<file path="src/rtl/hull_fifo_pkg.sv">
// Shared constants for hull_fifo: storage-type selectors and the per-instance
// FIFO configurations used by the F1 AMI-to-AXI4 read path.
package hull_fifo_pkg;

  localparam int FIFO_TYPE_REG  = 0;
  localparam int FIFO_TYPE_BRAM = 1;

  // Depth constants are log2 of the entry count (they feed LOG_DEPTH).
  localparam int F1_AMI2AXI4_RdPath_RdReqFIFO_Type   = FIFO_TYPE_REG;
  localparam int F1_AMI2AXI4_RdPath_RdReqFIFO_Depth  = 3;
  localparam int F1_AMI2AXI4_RdPath_RdRespFIFO_Type  = FIFO_TYPE_BRAM;
  localparam int F1_AMI2AXI4_RdPath_RdRespFIFO_Depth = 5;

endpackage

</file>
<file path="src/rtl/hull_fifo_ram.sv">
// Simple dual-port RAM: one write port, one synchronous read port, no reset.
// A read of the address being written in the same cycle returns the old word.
module hull_fifo_ram
  import hull_fifo_pkg::*;
#(
  parameter int WIDTH     = 32,
  parameter int LOG_DEPTH = 3
) (
  input  logic                 clk,
  input  logic                 we_i,
  input  logic [LOG_DEPTH-1:0] waddr_i,
  input  logic [WIDTH-1:0]     wdata_i,
  input  logic [LOG_DEPTH-1:0] raddr_i,
  output logic [WIDTH-1:0]     rdata_o
);

  localparam int DEPTH = 1 << LOG_DEPTH;

  logic [WIDTH-1:0] mem_q [DEPTH];

  // NOTE: storage arrays carry no reset; a reset term would stop the array
  // mapping onto RAM/flop-array primitives and nothing reads stale words anyway.
  always_ff @(posedge clk) begin
    if (we_i) mem_q[waddr_i] <= wdata_i;
    rdata_o <= mem_q[raddr_i];
  end

endmodule

</file>
<file path="src/rtl/hull_fifo.sv">
// First-word-fall-through FIFO. Occupancy and flags are shared; TYPE picks a
// flop array or a synchronous-read RAM with a registered bypass head.
module hull_fifo
  import hull_fifo_pkg::*;
#(
  parameter int TYPE      = FIFO_TYPE_REG,
  parameter int WIDTH     = 32,
  parameter int LOG_DEPTH = 3
) (
  input  logic             clock,
  input  logic             reset_n,
  input  logic             wrreq,
  input  logic [WIDTH-1:0] data,
  output logic             full,
  output logic [WIDTH-1:0] q,
  output logic             empty,
  input  logic             rdreq
);

  localparam int                   DEPTH      = 1 << LOG_DEPTH;
  localparam logic [LOG_DEPTH:0]   FULL_COUNT = (LOG_DEPTH+1)'(DEPTH);
  localparam logic [LOG_DEPTH:0]   CNT_ONE    = (LOG_DEPTH+1)'(1);
  localparam logic [LOG_DEPTH-1:0] PTR_ONE    = LOG_DEPTH'(1);

  logic [LOG_DEPTH:0]   count_q, count_d;
  logic [LOG_DEPTH-1:0] wptr_q, wptr_d;
  logic [LOG_DEPTH-1:0] rptr_q, rptr_d;
  logic                 push, pop;

  // Flags come from registered occupancy only, so wrreq/rdreq never reach them.
  assign empty = (count_q == '0);
  assign full  = (count_q == FULL_COUNT);
  assign push  = wrreq && !full;
  assign pop   = rdreq && !empty;

  // NOTE: every signal assigned here gets a default first, so no path leaves
  // it unassigned and no latch is inferred.
  always_comb begin
    count_d = count_q;
    wptr_d  = wptr_q;
    rptr_d  = rptr_q;
    if (push) wptr_d = wptr_q + PTR_ONE;
    if (pop)  rptr_d = rptr_q + PTR_ONE;
    if (push && !pop)      count_d = count_q + CNT_ONE;
    else if (pop && !push) count_d = count_q - CNT_ONE;
  end

  // NOTE: state registers use non-blocking assignment so every flop samples
  // the pre-edge values regardless of block ordering.
  always_ff @(posedge clock or negedge reset_n) begin
    if (!reset_n) begin
      count_q <= '0;
      wptr_q  <= '0;
      rptr_q  <= '0;
    end else begin
      count_q <= count_d;
      wptr_q  <= wptr_d;
      rptr_q  <= rptr_d;
    end
  end

  generate
    if (TYPE == FIFO_TYPE_REG) begin : g_reg
      logic [WIDTH-1:0] mem_q [DEPTH];

      always_ff @(posedge clock) begin
        if (push) mem_q[wptr_q] <= data;
      end

      assign q = mem_q[rptr_q];

    end else if (TYPE == FIFO_TYPE_BRAM) begin : g_bram
      logic [WIDTH-1:0] ram_rdata;
      logic [WIDTH-1:0] byp_q;
      logic             use_byp_q;
      logic             use_byp_d;

      // The RAM always prefetches the next head. When that head is the word
      // being written this edge (empty, or draining its last entry), the RAM
      // would return the old word, so the incoming data is captured instead.
      assign use_byp_d = push && (wptr_q == rptr_d);

      hull_fifo_ram #(
        .WIDTH     (WIDTH),
        .LOG_DEPTH (LOG_DEPTH)
      ) u_ram (
        .clk     (clock),
        .we_i    (push),
        .waddr_i (wptr_q),
        .wdata_i (data),
        .raddr_i (rptr_d),
        .rdata_o (ram_rdata)
      );

      always_ff @(posedge clock or negedge reset_n) begin
        if (!reset_n) use_byp_q <= 1'b0;
        else          use_byp_q <= use_byp_d;
      end

      always_ff @(posedge clock) begin
        if (use_byp_d) byp_q <= data;
      end

      assign q = use_byp_q ? byp_q : ram_rdata;

    end else begin : g_bad_type
      $error("hull_fifo: unsupported TYPE %0d", TYPE);
    end
  endgenerate

endmodule

</file>
<file path="config.mk">
export PLATFORM = sky130hd
export DESIGN_NAME = hull_fifo
export DESIGN_NICKNAME = d
export VERILOG_FILES = /design/src/rtl/hull_fifo_pkg.sv /design/src/rtl/hull_fifo_ram.sv /design/src/rtl/hull_fifo.sv
export SDC_FILE = /design/constraint.sdc
export NUM_CORES = 1
export LEC_CHECK = 0
export ABC_AREA = 1
export BUFFER_PORTS_ARGS = -buffer_cell sky130_fd_sc_hd__buf_2
export CAP_MARGIN = 20
export CORE_UTILIZATION = 60
export DETAILED_ROUTE_END_ITERATION = 7
export GPL_TIMING_DRIVEN = 0
export PLACE_DENSITY_LB_ADDON = 0.25
export SYNTH_ARGS = -nofsm -noshare
export SYNTH_HDL_FRONTEND = slang
export SYNTH_SLANG_ARGS = --single-unit
</file>
<file path="constraint.sdc">
create_clock -name clock -period 6.35 [get_ports clock]
set_input_delay 0.3175 -clock clock [delete_from_list [all_inputs] [get_ports clock]]
set_output_delay 0.3175 -clock clock [all_outputs]
set_load 0.03 [all_outputs]
</file>
# After elaboration in Yosys (flattened, before gate mapping)
# Memory sizes are Yosys's and may differ from the RTL's.
# Cells that the tools add are included.
[word_totals] reg_bits=10 input_bits=36 mem_bits_rw=256 n_memories=1
[classes] n_addsub=4 reduce_logical=10 muxes=4 eq_ne=1
[memory_table] name="g_reg.mem_q" words=8 word_bits=32 rd=1 rd_ports_with_merged_regs=0 write_ports=1 line="hull_fifo.sv:64" rtl="logic [WIDTH-1:0] mem_q [DEPTH];"
[op_table] operator="4-bit two-way mux" count=2
[op_table] operator="3-bit by 1-bit adder with 3-bit output (second input constant)" count=2
[op_table] operator="4-bit by 1-bit adder with 4-bit output (second input constant)" count=1
[op_table] operator="4-bit == test (second input constant)" count=1
[op_table] operator="1-bit logical AND" count=4
[op_table] operator="1-bit logical NOT" count=4
[op_table] operator="4-bit logical NOT" count=1
[op_table] operator="4-bit by 1-bit subtractor with 4-bit output (second input constant)" count=1
[op_table] operator="1-bit two-way mux" count=2
[op_table] operator="2-bit nonzero test" count=1

# Depth between registers and ports, before layout
[depth] word_depth=7 depth_mapped=13

# Least setup slack after synthesis
# Ideal clock, no wire load.
[synth_timing] path_kind="register to register" startpoint="register count_q[0]" endpoint="memory g_reg.mem_q[0][0], enable pin" t_required_ns=5.929 path_stages_with_launch=7 setup_time_ns=0.421 path_slack_ns=3.706 t_arrival_ns=2.223 path_cell_list="dfrtp_1 > nor2_1 > nand3_1 > nand2_1 > inv_2 > nand2_1 > nor2_1"
[synth_between] elab_chain_cells=5
[synth_lines] item="from (decl)" line="hull_fifo.sv:25" rtl="logic [LOG_DEPTH:0] count_q, count_d;"
[synth_lines] item="from (signal assigned)" line="hull_fifo.sv:56" rtl="count_q <= count_d;"
[synth_lines] item="4-bit == test" line="hull_fifo.sv:32" rtl="assign full = (count_q == FULL_COUNT);"
[synth_lines] item="1-bit logical NOT" line="hull_fifo.sv:33" rtl="assign push = wrreq && !full;"
[synth_lines] item="1-bit logical AND" line="hull_fifo.sv:33"
[synth_lines] item="net push" line="hull_fifo.sv:28" rtl="logic push, pop;"
[synth_lines] item="1-bit two-way mux" line="hull_fifo.sv:67" rtl="if (push) mem_q[wptr_q] <= data;"
[synth_lines] item="1-bit two-way mux (implied by the code)" line="hull_fifo.sv:67"
[synth_lines] item="to (decl)" line="hull_fifo.sv:64"
# The timed path passes the listed nets, and every way through them passes these cells.

# Final worst setup path
[layout_timing] startpoint="register rptr_q[0]" endpoint="output port q[3]"
[layout_between] elab_chain_cells=1
[layout_lines] item="from (decl)" line="hull_fifo.sv:27" rtl="logic [LOG_DEPTH-1:0] rptr_q, rptr_d;"
[layout_lines] item="from (signal assigned)" line="hull_fifo.sv:58" rtl="rptr_q <= rptr_d;"
[layout_lines] item="memory read 8 x 32 bit"
[layout_lines] item="to (decl)" line="hull_fifo.sv:15" rtl="output logic [WIDTH-1:0] q,"
# No other way between the ends.

==> metrics <==
PD cells 502 nW/um2; Startpoint Class flop; Final ANT Viol Nets 0; worst-skew pair later-pin latency roughly 0.52 ns; DRT Wirelength 24,700 um; Clk pin slew, worst setup/hold paths about 0.060 ns; drt wl/cell about 19 um; pin count of the biggest net entering global routing 28; Reg-to-Reg Start count_q[0]$_DFFE_PN0P_; Post-Synthesis Cells between 900 and 1k; final period utilization 0.453; Rows 48; initial drt markers 770; met2 WL post-DR approximately 12,000 um; Sink Count ~270; status completed; post-cts resize count 0; core region area about 17,000 um2; fmax around 350 MHz; Crit Path Category flop to output port; critical path's slowest cell clkbuf_1; Starting Density 0.620; crit-path max FO 10; RR Endpoint count_q[3]$_DFFE_PN0P_; Detail Placement HPWL 15,100 um; setup TNS 0 ns; crit end category output port; worst-case reg-to-reg path depth 12; GR Util All Layers 0.275; Yosys cell types 22; synth warn 0; layout cells sized above 1 0.139; DR top layer met4; Vias slightly above 7k; TritonCTS Buffers 26; Syn Nets ~1,000; Tightest Pin Transition between 0.7 and 0.8 ns; Req. time, crit path slightly above 6 ns; Die H 136 um; hold endpoint g_reg.mem_q[4][2]$_DFFE_PP_; fin crit period 2.88 ns; initial antenna violation count 0; number of port buffers 69; cell family with the largest share of critical-path delay buffers and inverters; critical path's most frequent cell nand2_1; WL met3 1620 um; Min-Delay Path Class input pin to flop; post-place setup slack roughly 4.0 ns; number of global-route vias before repair approximately 7k; root buffer cell clkbuf_16; Synth Area per Inst 11.6 um2; Rel. slew slack 0.498; drt drc 0; Layout Nets approximately 1.1k; die width approximately 140 um; Buf+Inv Stages, Crit Path 3; M1 WL 9860 um; fin. max-slew vios 0; CTS H-tree depth 1; fillers between 1k and 1.5k; first-pass GRT wire length 37,400 um; LEAKAGE 4.83 nW; Worst R2R Setup Slack roughly 4.0 ns; commonest non-fill, non-tap cell in the layout nand2_1; post-synthesis cell area about 11,000 um2; worst hold stages 1; Fin. Hold Viols 0; register area share after synthesis 0.735; Crit path arrival time between 2 and 3 ns; # setup viols final 0; CTS tree built; most frequent cells in the layout 382 x nand2_1, 256 x edfxtp_1, 80 x buf_2, 68 x o21ai_0, 66 x nor2_1; Final GP Congestion approximately 0.78; DRT Pass-1 Iters 5; global route total overflow 0; Post-Route Skew about 0.011 ns; MaxCap Viol Count 0; RSZ-0062 raised after global routing false; Seq cells post-synth 266; Hold Path Origin data[2]; Die Area approximately 19,000 um2; P&R area growth vs syn 15.9%; Worst VDD drop ~0.3 mV; Clock Tree Buf Depth 3; I/O pin cnt 70; DR vias/cell between 5 and 6; worst-path cell chain buf_6 -> clkbuf_1 -> o21ai_0 -> o21ai_1 -> nand2_1 -> nand2_1 -> buf_2; Final WS setup ~3.5 ns; slowest stage delay, CP approximately 0.5 ns
-- synthesized netlist by cell type, drive strengths merged --
library cell / n / area share
nand2: 382 / 0.13
nand3: 5 / 0.0023
clkbuf: 17 / 0.0059
or2: 1 / 0.00058
edfxtp: 256 / 0.71
dfrtp: 10 / 0.023
fa: 1 / 0.0019
xnor2: 4 / 0.0032
ha: 5 / 0.0058
a21oi: 1 / 0.00046
o21ai: 132 / 0.061
nor2: 74 / 0.026
buf: 31 / 0.019
xor2: 1 / 0.00081
clkinv: 1 / 0.00035
inv: 13 / 0.0048
-- power by group --
part | switching [W] | internal [W] | total (W)
registers | 0.0000847 | 0.00219 | 0.00228
logic | 0.00181 | 0.000712 | 0.00252
clock network | 0.000618 | 0.000872 | 0.00149
total | 0.00251 | 0.00378 | 0.00629
-- sequential cells by signal (all words and copies together) (netlist names) --
| signal | flops |
|---|---|
| g_reg.mem_q | 256 |
| count_q | 4 |
| rptr_q | 3 |
| wptr_q | 3 |
-- stage by stage --
stage	util	cells	hold WS (ns)	cell area [um2]	total power, W
floorplan	-	934	0.0219	10800	0.00397
global placement	0.656	1228	0.190	11400	0.00466
detailed placement	0.670	1236	0.190	11700	0.00480
CTS	0.719	1285	0.0448	12500	0.00629
global route	0.719	1285	0.0513	12500	0.00659
finish	0.719	1286	0.0569	12500	0.00629
-- worst max-delay path by stage --
stage	endpoint	from	depth (start not counted)
after CTS	q[3]	rptr_q[0]$_DFFE_PN0P_	7
after global routing	q[3]	rptr_q[0]$_DFFE_PN0P_	7
after global placement	g_reg.mem_q[3][14]$_DFFE_PP_	count_q[0]$_DFFE_PN0P_	6
after detailed placement	g_reg.mem_q[6][14]$_DFFE_PP_	count_q[0]$_DFFE_PN0P_	7
final	q[3]	rptr_q[0]$_DFFE_PN0P_	7
after floorplan	g_reg.mem_q[0][0]$_DFFE_PP_	count_q[0]$_DFFE_PN0P_	6
-- final cells by class --
class	count	area, um2	area share
inverter	14	55.1	0.00440
clock buffer	37	723	0.0578
sequential	266	7940	0.634
tap	225	282	0.0225
timing repair buffer	78	546	0.0436
multi-input combinational	606	2590	0.207
clock inverter	11	104	0.00830
buffer	48	273	0.0218
antenna	1	2.50	0.000200
-- cell families (layout without fill, tap and decap cells) --
family	Yosys count	in the layout	share of synthesized area
buf+inv	62	188	0.0304
simple gates	462	462	0.161
other cells	0	1	0
flops	266	266	0.735
compound gates	133	133	0.0616
xor+xnor	5	5	0.00405
fa+ha+maj	6	6	0.00765
-- metal layers --
layer,global-route usage,vias to the layer above
met5,0,-
met2,0.475,325
met3,0.0324,55
met4,0.100,0
met1,0.359,3475
li1,-,3399
-- worst register-to-register path: cells and delay by family, from the launching register on --
family	cells	cell delay [ns]
adders and majority gates	2	0.53
buffers and inverters	2	0.23
DFF	1	0.45
and+or+nand+nor	8	1.03
-- timing repair --
item | in CTS | in global routing
hold endpoints to repair | 10 | 0
hold buffers | 1 | 0
buffers inserted | 0 | 0
(Power assumes the default switching activity.)
